### config.mk
export PLATFORM = sky130hd
export DESIGN_NAME = dpll_core
export DESIGN_NICKNAME = d
export VERILOG_FILES = /design/src/rtl/dpll_core.sv
export SDC_FILE = /design/constraint.sdc
export NUM_CORES = 1
export LEC_CHECK = 0
export BUFFER_PORTS_ARGS = -buffer_cell sky130_fd_sc_hd__buf_2
export CORE_MARGIN = 5
export CORE_UTILIZATION = 30
export CTS_CLUSTER_SIZE = 28
export DETAILED_ROUTE_END_ITERATION = 12
export MAX_ROUTING_LAYER = met4
export PLACE_DENSITY_LB_ADDON = 0.25
export SLEW_MARGIN = 20
export SYNTH_ARGS = -nofsm -noshare
export SYNTH_HDL_FRONTEND = slang
export SYNTH_SLANG_ARGS = --single-unit
### constraint.sdc
create_clock -name oscInput -period 1.6 [get_ports oscInput]
set_clock_uncertainty 0.15 [all_clocks]
set_input_delay 0.32 -clock oscInput [delete_from_list [all_inputs] [get_ports oscInput]]
set_output_delay 0.32 -clock oscInput [all_outputs]
set_load 0.02 [all_outputs]
### src/rtl/dpll_core.sv
// First-order all-digital PLL (74HC297 style): reference synchronizer, XOR phase
// detector, K up/down counter, increment/decrement pulse circuit and divide-by-N output.
module dpll_core #(
    parameter int K_WIDTH = 4,
    parameter int N_DIV   = 12
) (
    input  logic oscInput,
    input  logic reset,
    input  logic baseClockInput,
    output logic dpllOutput,
    output logic xorOutput
);
    localparam int                 DIV_W    = (N_DIV > 1) ? $clog2(N_DIV) : 1;
    localparam logic [K_WIDTH-1:0] K_MID    = {1'b1, {(K_WIDTH-1){1'b0}}};
    localparam logic [K_WIDTH-1:0] K_MAX    = '1;
    localparam logic [DIV_W-1:0]   DIV_LAST = DIV_W'(N_DIV - 1);

    logic               sync_meta;
    logic               ref_sync;
    logic               pd;
    logic [K_WIDTH-1:0] k_cnt;
    logic               carry;
    logic               borrow;
    logic               id_phase;
    logic               insert_pending;
    logic               delete_pending;
    logic               insert_next;
    logic               delete_next;
    logic               id_en;
    logic [DIV_W-1:0]   div_cnt;

    always_ff @(posedge oscInput) begin
        if (reset) begin
            sync_meta <= 1'b0;
            ref_sync  <= 1'b0;
        end else begin
            sync_meta <= baseClockInput;
            ref_sync  <= sync_meta;
        end
    end

    assign pd        = ref_sync ^ dpllOutput;
    assign xorOutput = pd;

    // carry/borrow flag the edge on which the K counter wraps
    assign carry  = pd & (k_cnt == K_MAX);
    assign borrow = ~pd & (k_cnt == '0);

    always_ff @(posedge oscInput) begin
        if (reset) begin
            k_cnt <= K_MID;
        end else if (pd) begin
            k_cnt <= k_cnt + 1'b1;
        end else begin
            k_cnt <= k_cnt - 1'b1;
        end
    end

    // A pending correction is consumed first; a new carry/borrow then cancels the
    // opposite request or arms its own, so at most one correction is ever waiting.
    always_comb begin
        id_en       = id_phase;
        insert_next = insert_pending;
        delete_next = delete_pending;
        if (insert_pending && !id_phase) begin
            id_en       = 1'b1;
            insert_next = 1'b0;
        end else if (delete_pending && id_phase) begin
            id_en       = 1'b0;
            delete_next = 1'b0;
        end
        if (carry) begin
            if (delete_next) begin
                delete_next = 1'b0;
            end else begin
                insert_next = 1'b1;
            end
        end else if (borrow) begin
            if (insert_next) begin
                insert_next = 1'b0;
            end else begin
                delete_next = 1'b1;
            end
        end
    end

    always_ff @(posedge oscInput) begin
        if (reset) begin
            id_phase       <= 1'b0;
            insert_pending <= 1'b0;
            delete_pending <= 1'b0;
        end else begin
            id_phase       <= ~id_phase;
            insert_pending <= insert_next;
            delete_pending <= delete_next;
        end
    end

    always_ff @(posedge oscInput) begin
        if (reset) begin
            div_cnt    <= '0;
            dpllOutput <= 1'b0;
        end else if (id_en) begin
            if (div_cnt == DIV_LAST) begin
                div_cnt    <= '0;
                dpllOutput <= ~dpllOutput;
            end else begin
                div_cnt <= div_cnt + 1'b1;
            end
        end
    end

endmodule

Word level (Yosys, flattened, before mapping)

Cells that the tools add are included.
W data, S select, Z words.

Bits in registers: 14
Bits of input ports: 3

Add/sub/neg operators: 3
Equality and inequality tests: 2
Multiplexer cells: 12
Bitwise logic cells: 6
Reductions and logical operators: 6

Operators by type and width:

| cell                  | number |
|---|---|
| $mux W1               | 10 |
| $add A4 B1 Y4 const B | 2 |
| $eq A4 B4 Y1 const B  | 2 |
| $mux W4               | 2 |
| $logic_not A4 Y1      | 1 |
| $sub A4 B1 Y4 const B | 1 |
| $not A1 Y1            | 3 |
| $and A1 B1 Y1         | 2 |
| $logic_and A1 B1 Y1   | 2 |
| $reduce_and A2 Y1     | 1 |
| $reduce_or A2 Y1      | 1 |
| $logic_not A1 Y1      | 1 |
| $xor A1 B1 Y1         | 1 |

Depth between registers and ports, before layout

Depth after elaboration: 5
Depth in mapped cells: 8

Worst setup path after synthesis

Ideal clock, no wire load.

Path type: flip-flop to flip-flop
From: reg dpllOutput
To: reg k_cnt[2]
Setup time: 0.127 ns
Data arrival time: 1.514 ns
Data required time: 1.323 ns
Path slack: -0.191 ns
Cell stages (with the launch flop): 9
Buffers on the path: 0
Clock period less this slack: 1.791 ns
Cell sequence: dfxtp_1 > xnor2_2 > inv_2 > xnor2_1 > ha_1 > nor2_1 > mux2i_1 > xor2_1 > nor2_1

Word-level cells in the longest chain between the ends: 2

RTL lines:

| what                   | RTL line | RTL |
|---|---|---|
| start, declared        | 10       | `output logic dpllOutput,` |
| start signal, assigned | 106      | `dpllOutput <= ~dpllOutput;` |
| $xor A1 B1 Y1          | 42       | `assign pd = ref_sync ^ dpllOutput;` |
| net xorOutput          | 11       | `output logic xorOutput` |
| $mux W4                | 52       | `end else if (pd) begin` |
| end signal, assigned   | 53       | `k_cnt <= k_cnt + 1'b1;` |
| end signal, assigned   | 55       | `k_cnt <= k_cnt - 1'b1;` |
| end, declared          | 21       | `logic [K_WIDTH-1:0] k_cnt;` |

The timed path passes the listed nets, and every way through them passes these cells.
A chain may end at the register's enable or synchronous reset.

Final worst setup path

From: reg k_cnt[2]
To: reg delete_pending

Word-level cells in the longest chain between the ends: 3

RTL lines:

| what                                                         | RTL line | RTL |
|---|---|---|
| $eq A4 B4 Y1 / $logic_not A4 Y1 (equally long branches)      | 46, 47   |  |
| $and A1 B1 Y1 (on tied branches)                             | 46, 47   |  |
| $reduce_or A2 Y1 (no line) / $mux W1 (equally long branches) | --       |  |
| end signal, assigned                                         | 95       | `delete_pending <= delete_next;` |
| end, declared                                                | 26       | `logic delete_pending;` |

Several ways; a longest one is shown, not always the timed one.

==> flow_metrics.tcl <==
set metrics [dict create \
    status "completed" \
    antenna_found_initial 0 \
    setup_violations 0 \
    timing.setup.tns_ns 0 \
    fin_cells 106 \
    setup_slack_ns 0.0124 \
    cts_tree "done" \
    placed_area_um2 714 \
    seq_area_frac_synth_pct 45.8 \
    maxCapViolCount 0 \
    vias_per_cell 4.31 \
    internal_power_mw 0.599 \
    power_density_mw_per_mm2 1030 \
    io_buffers 4 \
    initial_core_util_pct 31.2 \
    synth_top_family_by_area "simple AND/OR/NAND/NOR gates" \
    critical_path_class "reg2reg" \
    whs_ns 0.106 \
    power_mw 0.785 \
    final_area_um2 762 \
    root_buffer "clkbuf_4" \
    cts-htree-levels 1 \
    utilization_pct 38.8 \
    synth_fa_ha_area_share_pct 4.09 \
    postSynth.asyncResetShare_pct 0 \
    avgSynthCellArea_um2 9.13 \
    synthToLayoutAreaGrowth_pct 24.5 \
    drt-total-wl_um 1030 \
    start_kind "flop" \
    cts_buffer_depth 2 \
    synthFlopType "dfxtp_1" \
    grt_use_met3_pct 4.83 \
    peakVddDrop_mv 0.383 \
    num_rows 16 \
    overflow 0 \
    grt-busiest-layer "met2" \
    rsz0062_at_grt "true" \
    grt_pass1_vias 419 \
    final_common_cell "dfxtp_1" \
    max_clock_freq_mhz 630 \
    p_switching_mw 0.186 \
    cp_max_fo 2 \
    fillerInstances 220 \
    num_vias 457 \
    drt_drc_violations_left 0 \
    cts_sinks 14 \
    yosysWarnings 0 \
    comb_power_share_pct 18.3 \
    hold_path_startpoint "baseClockInput" \
    finalHoldViolCount 0 \
    wl_per_cell_um 9.72 \
    syn_area_um2 612 \
    die_y_um 55.2 \
    die-area_mm2 0.00304 \
    cts_buffers 3 \
    hold_buffers 0 \
    critPathCaptureType "flop" \
    netSwitchingFraction_pct 23.7 \
    grt_max_degree 15 \
    ios 5 \
    coreArea_mm2 0.00196 \
    p_clk_share_pct 30.5 \
    worstSkewPairLatency_ns 0.27 \
    gr-usage-met1_pct 10.1 \
    worst_ep_arrival_time_ns 1.65 \
    drive_gt1_share_pct 26.6 \
    antenna_left 0 \
    diodes 0 \
    ys_ff_latch 14 \
    muxShareOfSynthArea_pct 6.75 \
    tightest_slew_ns 0.282 \
    grtUsageTotal_pct 8.55 \
    dp_cells 102 \
    leakage_nw 0.307 \
    required_ns 1.66 \
    clk_pin_slew_ns 0.08 \
    hold_path_class "in2reg" \
    fin_crit_sh_pct 99.2 \
    max_slew_margin_pct 81.2 \
    post_synth_and_or_nand_nor_area_fraction_pct 21.9 \
    die_w_um 55.2 \
    reg2reg_from "k_cnt[2]" \
    place_congestion 0.737 \
    syn_inst 67 \
    synth_cell_types 23 \
    post-place-ws_ns -0.00862 \
    crit_start "k_cnt[2]" \
    synth-edff-count 0 \
    final_cell_mix "dfxtp_1, nor2_1, a21oi_1, buf_4" \
    drtIter0Drc 5 \
    grtUsageMet2_pct 11.8 \
    synth_compound_area_share_pct 10.0 \
    post-dp-hpwl_um 789 \
    nets 85 \
    synthXorXnorAreaFrac_pct 8.38 \
    period_needed_ns 1.59 \
    dr.pass1.iters 4 \
    slew_viol_final 0 \
    grt_pass1_wl_um 1750 \
    syn_nets 72 \
    power_frac_seq_pct 51.2 \
]
final cells by class:
cell class,instances,area [um^2],share of cell area (%)
clock buffers,4,36.3,4.76
flip-flops and latches,14,285,37.4
inverters,4,15.0,1.97
multi-input cells,48,334,43.8
repair buffers,9,57.6,7.55
well taps,27,33.8,4.43
critical path, cell delays in order, from the launching register on:
cell and delay [ns]:
dfxtp_1 0.31, or3_1 0.37, or3_1 0.34, a211o_1 0.25, a21oi_2 0.11
power groups by stage:
stage | logic [mW] | clock network (mW) | registers, mW
after CTS | 0.140 | 0.250 | 0.402
final | 0.144 | 0.239 | 0.402
after floorplan | 0.0938 | 0 | 0.410
after detailed placement | 0.140 | 0 | 0.410
after global placement | 0.138 | 0 | 0.409
after global routing | 0.160 | 0.271 | 0.408
synthesized netlist by cell type (all sizes together) (2+ instances only):
master | number | area share (%)
ha | 2 | 4.1
inv | 4 | 2.5
nor2b | 3 | 3.1
or3 | 2 | 2.0
a21oi | 6 | 5.5
nand3 | 4 | 3.3
mux2i | 3 | 4.9
o21ai | 2 | 1.6
nor2 | 9 | 5.5
dfxtp | 14 | 46
nand2b | 3 | 3.1
xnor2 | 4 | 7.0
nand2 | 4 | 2.5
registers in the layout (all words and copies together) (netlist names):
register and cells:
delete_pending 1, div_cnt 4, dpllOutput 1, id_phase 1
insert_pending 1, k_cnt 4, ref_sync 1, sync_meta 1
logic make-up after synthesis:
family / count (synthesis)
AOI/OAI and AO/OA: 10
xor gates and xnor gates: 5
adders and majority gates: 2
buffers and inverters: 5
DFF: 14
muxes: 4
and+or+nand+nor: 27
path summary, 6_finish.rpt:
path | end | slack, ns | depth (start not counted)
max | delete_pending | 0.01 | 4
min | sync_meta | 0.11 | 2
max reg2reg | delete_pending | 0.01 | 4
min reg2reg | ref_sync | 0.30 | 1
routing by layer:
layer | wire, um | up-vias
li1 | - | 248
met3 | 31 | 2
met5 | 0 | -
met1 | 551 | 201
met2 | 426 | 6
met4 | 20 | 0
what timing repair did:
action,4_1_cts,5_1_grt
resized for setup,1,2
pin swaps,0,0
setup endpoints to repair,1,2
cloned,0,0
buffers inserted,0,0
Power figures use the tool's default switching activity.
